**config.mk**
```make
export PLATFORM = sky130hd
export DESIGN_NAME = i2s_rx
export DESIGN_NICKNAME = d
export VERILOG_FILES = /design/src/rtl/i2s_rx.sv
export SDC_FILE = /design/constraint.sdc
export NUM_CORES = 1
export LEC_CHECK = 0
export BUFFER_PORTS_ARGS = -buffer_cell sky130_fd_sc_hd__buf_2
export CORE_ASPECT_RATIO = 0.7
export CORE_MARGIN = 2
export CORE_UTILIZATION = 40
export CTS_CLUSTER_DIAMETER = 100
export CTS_CLUSTER_SIZE = 28
export DETAILED_ROUTE_END_ITERATION = 7
export SETUP_SLACK_MARGIN = 0.15
export SLEW_MARGIN = 20
export SYNTH_ARGS = -nofsm -noshare
export SYNTH_HDL_FRONTEND = slang
export SYNTH_SLANG_ARGS = --single-unit
```
**constraint.sdc**
```tcl
create_clock -name SCLK -period 3.1 [get_ports SCLK]
set_clock_uncertainty 0.05 [all_clocks]
set_input_delay 0.155 -clock SCLK [delete_from_list [all_inputs] [get_ports SCLK]]
set_output_delay 0.155 -clock SCLK [all_outputs]
set_load 0.02 [all_outputs]
```
**src/rtl/i2s_rx.sv**
```systemverilog
// i2s_rx: two-channel MSB-first serial audio receiver (I2S / LJ / RJ).
// Optional framing-error flag when I2S_RX_ERR_EN is defined.
module i2s_rx #(
  parameter int RESOLUTION = 24,
  parameter int SLOT_WIDTH = 32
) (
  input  logic                  SCLK,
  input  logic                  RST_N,
  input  logic                  LRCK,
  input  logic                  data_in,
  input  logic [1:0]            fmt,
  output logic [RESOLUTION-1:0] data_out_L,
  output logic [RESOLUTION-1:0] data_out_R,
  output logic                  valid,
  output logic                  err
);

  localparam int CW = $clog2(SLOT_WIDTH + 2);
`ifdef I2S_RX_ERR_EN
  localparam int SAT = SLOT_WIDTH + 1;
`else
  localparam int SAT = RESOLUTION;
`endif
  localparam logic [CW-1:0] CNT_SAT = CW'(SAT);
  localparam logic [CW-1:0] CNT_ONE = CW'(1);

  typedef enum logic {
    SYNC,
    RUN
  } state_e;

  state_e                state_q, state_d;
  logic [1:0]            fmt_q, fmt_d, fmt_eff;
  logic                  lrck_dly_q;
  logic                  lr_q;
  logic                  eff_lr;
  logic                  is_i2s, is_rj;
  logic                  slot_edge, fall, rise;
  logic [CW-1:0]         cnt_q, cnt_d;
  logic [RESOLUTION-1:0] sr_q, sr_d;
  logic [RESOLUTION-1:0] hold_q;
  logic [RESOLUTION-1:0] out_l_q, out_r_q;
  logic                  valid_q;

  // Framing decode and slot-edge detection on the effective word select
  always_comb begin
    fmt_eff   = (state_q == RUN) ? fmt_q : fmt;
    is_rj     = (fmt_eff == 2'd2);
    is_i2s    = (fmt_eff == 2'd0) || (fmt_eff == 2'd3);
    eff_lr    = is_i2s ? lrck_dly_q : LRCK;
    slot_edge = eff_lr ^ lr_q;
    fall      = slot_edge & ~eff_lr;
    rise      = slot_edge & eff_lr;
  end

  // Slot bit counter: position of the next bit, saturating
  always_comb begin
    cnt_d = cnt_q;
    if (slot_edge) begin
      cnt_d = CNT_ONE;
    end else if (cnt_q < CNT_SAT) begin
      cnt_d = cnt_q + CNT_ONE;
    end
  end

  // Slot shift register: positional fill (LJ/I2S) or plain shift (RJ)
  always_comb begin
    sr_d = sr_q;
    if (is_rj) begin
      if (slot_edge) begin
        sr_d = '0;
      end else begin
        sr_d = sr_q << 1;
      end
      sr_d[0] = data_in;
    end else if (slot_edge) begin
      sr_d = '0;
      sr_d[RESOLUTION-1] = data_in;
    end else begin
      for (int i = 0; i < RESOLUTION; i++) begin
        if (int'(cnt_q) == RESOLUTION - 1 - i) begin
          sr_d[i] = data_in;
        end
      end
    end
  end

  // Sync FSM: wait for the first left-slot start, then lock the format
  always_comb begin
    state_d = state_q;
    fmt_d   = fmt_q;
    unique case (state_q)
      SYNC: begin
        if (fall) begin
          state_d = RUN;
          fmt_d   = fmt;
        end
      end
      RUN: begin
      end
      default: begin
        state_d = SYNC;
      end
    endcase
  end

  // Front-end state: delay flop, edge history, counter, shifter, FSM
  always_ff @(posedge SCLK or negedge RST_N) begin
    if (!RST_N) begin
      lrck_dly_q <= 1'b0;
      lr_q       <= 1'b0;
      cnt_q      <= '0;
      sr_q       <= '0;
      state_q    <= SYNC;
      fmt_q      <= 2'd0;
    end else begin
      lrck_dly_q <= LRCK;
      lr_q       <= eff_lr;
      cnt_q      <= cnt_d;
      sr_q       <= sr_d;
      state_q    <= state_d;
      fmt_q      <= fmt_d;
    end
  end

  // Word hand-off: park left at right-slot start, emit pair at left start
  always_ff @(posedge SCLK or negedge RST_N) begin
    if (!RST_N) begin
      hold_q  <= '0;
      out_l_q <= '0;
      out_r_q <= '0;
      valid_q <= 1'b0;
    end else begin
      valid_q <= 1'b0;
      if (state_q == RUN && rise) begin
        hold_q <= sr_q;
      end
      if (state_q == RUN && fall) begin
        out_l_q <= hold_q;
        out_r_q <= sr_q;
        valid_q <= 1'b1;
      end
    end
  end

`ifdef I2S_RX_ERR_EN
  logic bad_slot;
  logic err_l_q;
  logic err_q;

  // A finished slot is bad if too short for a word or over-long
  always_comb begin
    bad_slot = (cnt_q < CW'(RESOLUTION)) ||
               (cnt_q == CW'(SLOT_WIDTH + 1));
  end

  // Error flag: left status parked, pair status loaded with valid
  always_ff @(posedge SCLK or negedge RST_N) begin
    if (!RST_N) begin
      err_l_q <= 1'b0;
      err_q   <= 1'b0;
    end else begin
      if (state_q == RUN && rise) begin
        err_l_q <= bad_slot;
      end
      if (state_q == RUN && fall) begin
        err_q <= err_l_q | bad_slot;
      end
    end
  end

  assign err = err_q;
`else
  assign err = 1'b0;
`endif

  assign data_out_L = out_l_q;
  assign data_out_R = out_r_q;
  assign valid      = valid_q;

endmodule

```
==> impl_metrics.yaml, run 1 <==
grt:
  grt_pass1_vias: 2875
  grt_pass1_wl_um: 15200
  antenna_found_initial: 0
  grt_usage: 0.154
  grt_max_degree: 57
  grt_overflow: 0
critical_path:
  crit_fanout: 29
  cp-end-kind: "flop"
  worstSetupStartpoint: "state_q$_DFF_PN0_"
  crit_arrival_ns: 2.80
  path_class: "reg -> reg"
  ff2ff_path_depth: 8
  rr_startpoint: "state_q$_DFF_PN0_"
  crit_end: "sr_q[8]$_DFFE_PN0P_"
  rrSetupSlack_ns: 0.50
  reg2reg_to: "sr_q[8]$_DFFE_PN0P_"
  critPathLaunchType: "flop"
  cp.required_ns: 3.30
floorplan:
  initial_core_util: 0.416
  rows: 32
  fp.dieW_um: 133
  die_area_um2: 12500
  core-area_um2: 11200
  ios: 56
  die_h_um: 94.2
yosys:
  synth_edf_count: 0
  synth_area_leaders: "dfrtp_1, mux2_2, o21ai_0"
  synthDistinctLibCells: 44
  yosys_warnings: 0
  synthCells: 363
  synth-seq-cells: 108
  yosysTopAreaCell: "dfrtp_1"
  async_flop_share: 1.00
  synth_nets: 375
  syn_avg_cell_area_um2: 12.8
  ys.flop_type: "dfrtp_1"
  yosysTopAreaCellShare: 0.582
  synthesis.area_um2: 4650
  seq_area_frac_synth: 0.582
drt:
  antenna_left: 0
  vias_per_cell: 5.24
  avgRoutedWirePerCell_um: 15.8
  dr.pass1.iters: 4
  routed_wl_um: 9010
  via_count: 2990
  first_iter_violations: 135
  drc_errors: 0
power_and_ir_drop:
  report.power.total_uw: 5880
  p_leak_uw: 0.00264
  ir_worst_vdd_mv: 0.611
  power.density_nw_per_um2: 1080
timing:
  final.setup.tns_ns: 0
  max_freq_mhz: 385
  fin_crit_sh: 0.839
  finalHoldViolCount: 0
  max_slew.worst_pin.slew_ns: 0.855
  period_minus_slack_ns: 2.60
  fin_ws_ns: 0.501
  slew_violations: 0
  slew-limit-headroom: 0.422
  finalSetupViolCount: 0
  rsz0062_at_grt: "false"
place:
  place_ws_ns: 0.540
  place_area_um2: 5070
  port_buffers: 54
  hpwlAfterDp_um: 5980
  gp_congestion: 0.799
final_layout:
  final_common_cell: "dfrtp_1"
  nets: 425
  multi_input_area_um2: 1780
  seq_area_um2: 2700
  final_cell_area_um2: 5440
  fill_cells: 1038
  area_growth_pct: 17.0
  diodes: 0
  drive_gt1_frac: 0.395
  layout_common_cells: "dfrtp_1, mux2_2, buf_2"
clock_tree:
  path_clk_slew_ns: 0.07
  cts_resized: 0
  htree_levels: 3
  cts_made_buffers: 9
  cts_root_buf: "clkbuf_16"
  cts_hold_buf: 3
  post-cts-setup-buffer-count: 0
  cts_buffer_depth: 2
  cts_tree: "built"
  clk_latency_ns: 0.34
  clock-sinks: 108
flow_run:
  drv_cap: 0
hold_path:
  hp-class: "in -> reg"
run_status:
  status: "finished clean"
## flip-flops by register name (all words and copies together) (netlist names)
register / count
fmt_q: 2
valid: 1
state_q: 1
cnt_q: 6
hold_q: 24
data_out_L: 24
data_out_R: 24
sr_q: 24
lr_q: 1
lrck_dly_q: 1
## metrics by stage
step                hold WS [ns]  instances   util
detailed placement         0.183        552  0.454
floorplan                 -0.191        363      -
CTS                       0.0108        571  0.487
finish                    0.0197        571  0.487
global route              0.0173        571  0.487
global placement           0.179        552  0.454
## worst max-delay path, stage by stage, from the launching register on
cell and delay [ns]:
dfrtp_1 0.48, mux2_2 0.37, ha_1 0.30, mux2i_2 0.31, inv_1 0.08, ha_1 0.30
buf_4 0.28, o21ai_0 0.15, a31oi_1 0.20
## layer usage
metal | wire (µm) | global-route usage | up-vias
li1 | - | - | 1421
met1 | 4690 | 0.224 | 1500
met2 | 3760 | 0.217 | 60
met3 | 453 | 0.0453 | 9
met4 | 101 | 0.0538 | 0
met5 | 0 | 0 | -
## Yosys cell counts (2+ instances only)
library cell / n
a211oi_1: 7
a21o_1: 3
a21oi_1: 6
a31oi_1: 11
and4_1: 6
and4bb_2: 2
buf_2: 8
buf_6: 2
clkbuf_1: 14
dfrtp_1: 108
ha_1: 6
inv_1: 12
mux2_2: 74
nand2_1: 6
nand2b_1: 3
nand3_1: 4
nand3b_1: 2
nor2_1: 4
nor3_1: 7
o21ai_0: 38
o31a_1: 4
or2_0: 3
or2_2: 7
or3_1: 4
or3b_1: 3
## worst min path at each step
stage	startpoint	end	slack, ns	depth (start not counted)
after floorplan	RST_N	cnt_q[0]$_DFFE_PN0P_	-0.19	0
after global placement	RST_N	data_out_L[13]$_DFFE_PN0P_	0.18	1
after detailed placement	RST_N	data_out_L[14]$_DFFE_PN0P_	0.18	1
after CTS	fmt[1]	fmt_q[1]$_DFFE_PN0P_	0.01	2
after global routing	fmt[1]	fmt_q[1]$_DFFE_PN0P_	0.02	2
final	fmt[1]	fmt_q[1]$_DFFE_PN0P_	0.02	2
## final cells by class
cell class,count,share of cell area
inverters,12,0.00828
flip-flops and latches,108,0.497
repair buffers,64,0.0699
multi-input cells,218,0.328
well taps,153,0.0352
clock buffers,12,0.0490
clock inverters,4,0.0129
## logic make-up (layout without fill, tap and decap cells)
family,after synthesis,count (layout),share of synthesized area
buffers and inverters,37,92,0.0361
other,1,1,0.000807
flip-flops,108,108,0.582
AND/OR/NAND/NOR,58,58,0.0797
adder cells (fa/ha/maj),6,6,0.0162
multiplexers,76,76,0.184
AO/OA/AOI/OAI,77,77,0.101
## report_power, final
| group | internal (µW) | switching, µW | total [µW] |
|---|---|---|---|
| Clock | 771 | 492 | 1260 |
| Sequential | 1910 | 307 | 2220 |
| Combinational | 1070 | 1330 | 2400 |
Power figures use the tool's default switching activity.
==> run 2: changes to the inputs <==
==> constraint.sdc (replaced) <==
create_clock -name SCLK -period 2.2 [get_ports SCLK]
set_clock_uncertainty 0.05 [all_clocks]
set_input_delay 0.11 -clock SCLK [delete_from_list [all_inputs] [get_ports SCLK]]
set_output_delay 0.11 -clock SCLK [all_outputs]
set_load 0.02 [all_outputs]
==> impl_metrics.yaml, run 2 (synthesis gave the netlist of run 1 again) <==
grt:
  grt_pass1_wl_um: 16000
  grt_overflow: 0
  antenna_found_initial: 0
  grt_pass1_vias: 3097
  grt_max_degree: 57
  grt_usage: 0.163
run_status:
  violations: "negative setup slack"
  status: "complete, but fails checks"
timing:
  slew_violations: 0
  finalSetupViolCount: 66
  max_freq_mhz: 447
  fin_crit_sh: 1.02
  finalHoldViolCount: 0
  period_minus_slack_ns: 2.24
  rsz0062_at_grt: "true"
  slew-limit-headroom: 0.647
  final.setup.tns_ns: -1.21
  fin_ws_ns: -0.0385
  max_slew.worst_pin.slew_ns: 0.529
drt:
  top_layer: "met4"
  drc_errors: 0
  wirelength_met1_um: 4870
  vias_per_cell: 5.27
  dr.pass1.iters: 5
  routed_wl_um: 9730
  wl_met2_um: 4380
  wl_met3_um: 389
  antenna_left: 0
  avgRoutedWirePerCell_um: 16.6
  first_iter_violations: 147
  via_count: 3082
final_layout:
  final_common_cell: "dfrtp_1"
  area_growth_pct: 26.3
  layout_common_cells: "dfrtp_1, buf_2, mux2_2"
  diodes: 0
  nets: 439
  finalNonFillerCells: 585
  drive_gt1_frac: 0.465
critical_path:
  rr_startpoint: "state_q$_DFF_PN0_"
  slowest_stage: "dfrtp_1"
  cp_num_buf_inv: 2
  rrSetupSlack_ns: -0.04
  path_class: "reg -> reg"
  reg2reg_to: "data_out_L[5]$_DFFE_PN0P_"
  critical_path.top_delay_family: "multiplexers"
  cp.required_ns: 2.38
  crit_arrival_ns: 2.42
  crit_fanout: 11
  cp-end-kind: "flop"
  crit_path_cell_trace: "mux2_4 > ha_4 > mux2i_4 > buf_4 > nand3_4 > clkbuf_16 > mux2_2"
  ff2ff_path_depth: 7
  max_stage_delay_ns: 0.41
  critPathLaunchType: "flop"
clock_tree:
  cts_made_buffers: 9
  cts_root_buf: "clkbuf_16"
  cts_tree: "built"
  cts_buffer_depth: 2
  path_clk_slew_ns: 0.07
  htree_levels: 3
  clk_latency_ns: 0.35
  clock-sinks: 108
place:
  port_buffers: 54
  hpwlAfterDp_um: 6480
  place_inst: 561
  gp_congestion: 0.796
  place_ws_ns: -0.0571
flow_run:
  drv_cap: 0
hold_path:
  min_to: "sr_q[0]$_DFFE_PN0P_"
  hp-class: "in -> reg"
  holdPathStages: 3
  holdCritStartpoint: "data_in"
floorplan:
  ios: 56
  die_area_um2: 12500
  rows: 32
  die_h_um: 94.2
  core-area_um2: 11200
  initial_core_util: 0.416
  fp.dieW_um: 133
power_and_ir_drop:
  report.power.total_uw: 9320
  ir_worst_vdd_mv: 0.604
  power.density_nw_per_um2: 1590
  p_leak_uw: 0.00285
## run 2: cell types whose count changed in the layout (fill, tap and decap cells not counted), moves of 4 or more
cell	before	now
mux2_2	74	50
mux2_4	0	24
o21ai_0	38	21
o21ai_1	0	10
o21ai_2	0	7
buf_12	2	8
nor3_1	7	3
nor3_2	0	4
## run 2: worst max-delay path by stage
stage	start	end	slack (ns)	cells after the start
2_1_floorplan	state_q$_DFF_PN0_	sr_q[0]$_DFFE_PN0P_	-0.1	10
3_3_place_gp	state_q$_DFF_PN0_	hold_q[2]$_DFFE_PN0P_	-0.005	8
3_5_place_dp	state_q$_DFF_PN0_	hold_q[18]$_DFFE_PN0P_	-0.06	8
4_1_cts	state_q$_DFF_PN0_	hold_q[20]$_DFFE_PN0P_	-0.04	8
5_1_grt	state_q$_DFF_PN0_	data_out_R[3]$_DFFE_PN0P_	-0.12	7
6_report	state_q$_DFF_PN0_	data_out_L[5]$_DFFE_PN0P_	-0.04	7
## run 2: layout make-up
class                           count  area, µm²
Clock buffer                       10        239
Tap cell                          153        191
Inverter                           12       47.5
Multi-Input combinational cell    218       2010
Timing Repair Buffer               78        631
Fill cell                         985       5300
Sequential cell                   108       2700
Clock inverter                      6       43.8
## run 2: power by group
| group | switching (µW) | internal (µW) | leakage, µW |
|---|---|---|---|
| logic | 2250 | 2380 | 0.00128 |
| clock network | 715 | 807 | 0.000140 |
| registers | 481 | 2690 | 0.00143 |
## run 2: repair_timing
action                                  CTS  global route
endpoints found under the hold margin    78             0
cloned                                    0             3
endpoints found under the setup margin  102           104
buffers inserted                          1             0
hold buffers                              4             0
pin swaps                                 6             4
resized for setup                        35            18
## run 2: stage by stage
step           hold WS [ns]  instance area (µm²)   util
2_1_floorplan        -0.236                 4790      -
3_3_place_gp        -0.0528                 5310  0.475
3_5_place_dp        -0.0516                 5310  0.475
4_1_cts               0.106                 5750  0.514
5_1_grt               0.119                 5870  0.525
6_report              0.119                 5870  0.525
## run 2: per-layer routing
layer  GRT usage  up-vias
met5           0        -
met4      0.0466        0
met3      0.0421        8
met2       0.249       60
met1       0.230     1565
li1            -     1449
## run 2: worst reg2reg max path: cells and delay by family (launching register included)
family | cells | cell delay, ns
adders and majority gates | 1 | 0.28
buffers and inverters | 2 | 0.39
DFF | 1 | 0.41
muxes | 3 | 0.86
and+or+nand+nor | 1 | 0.15
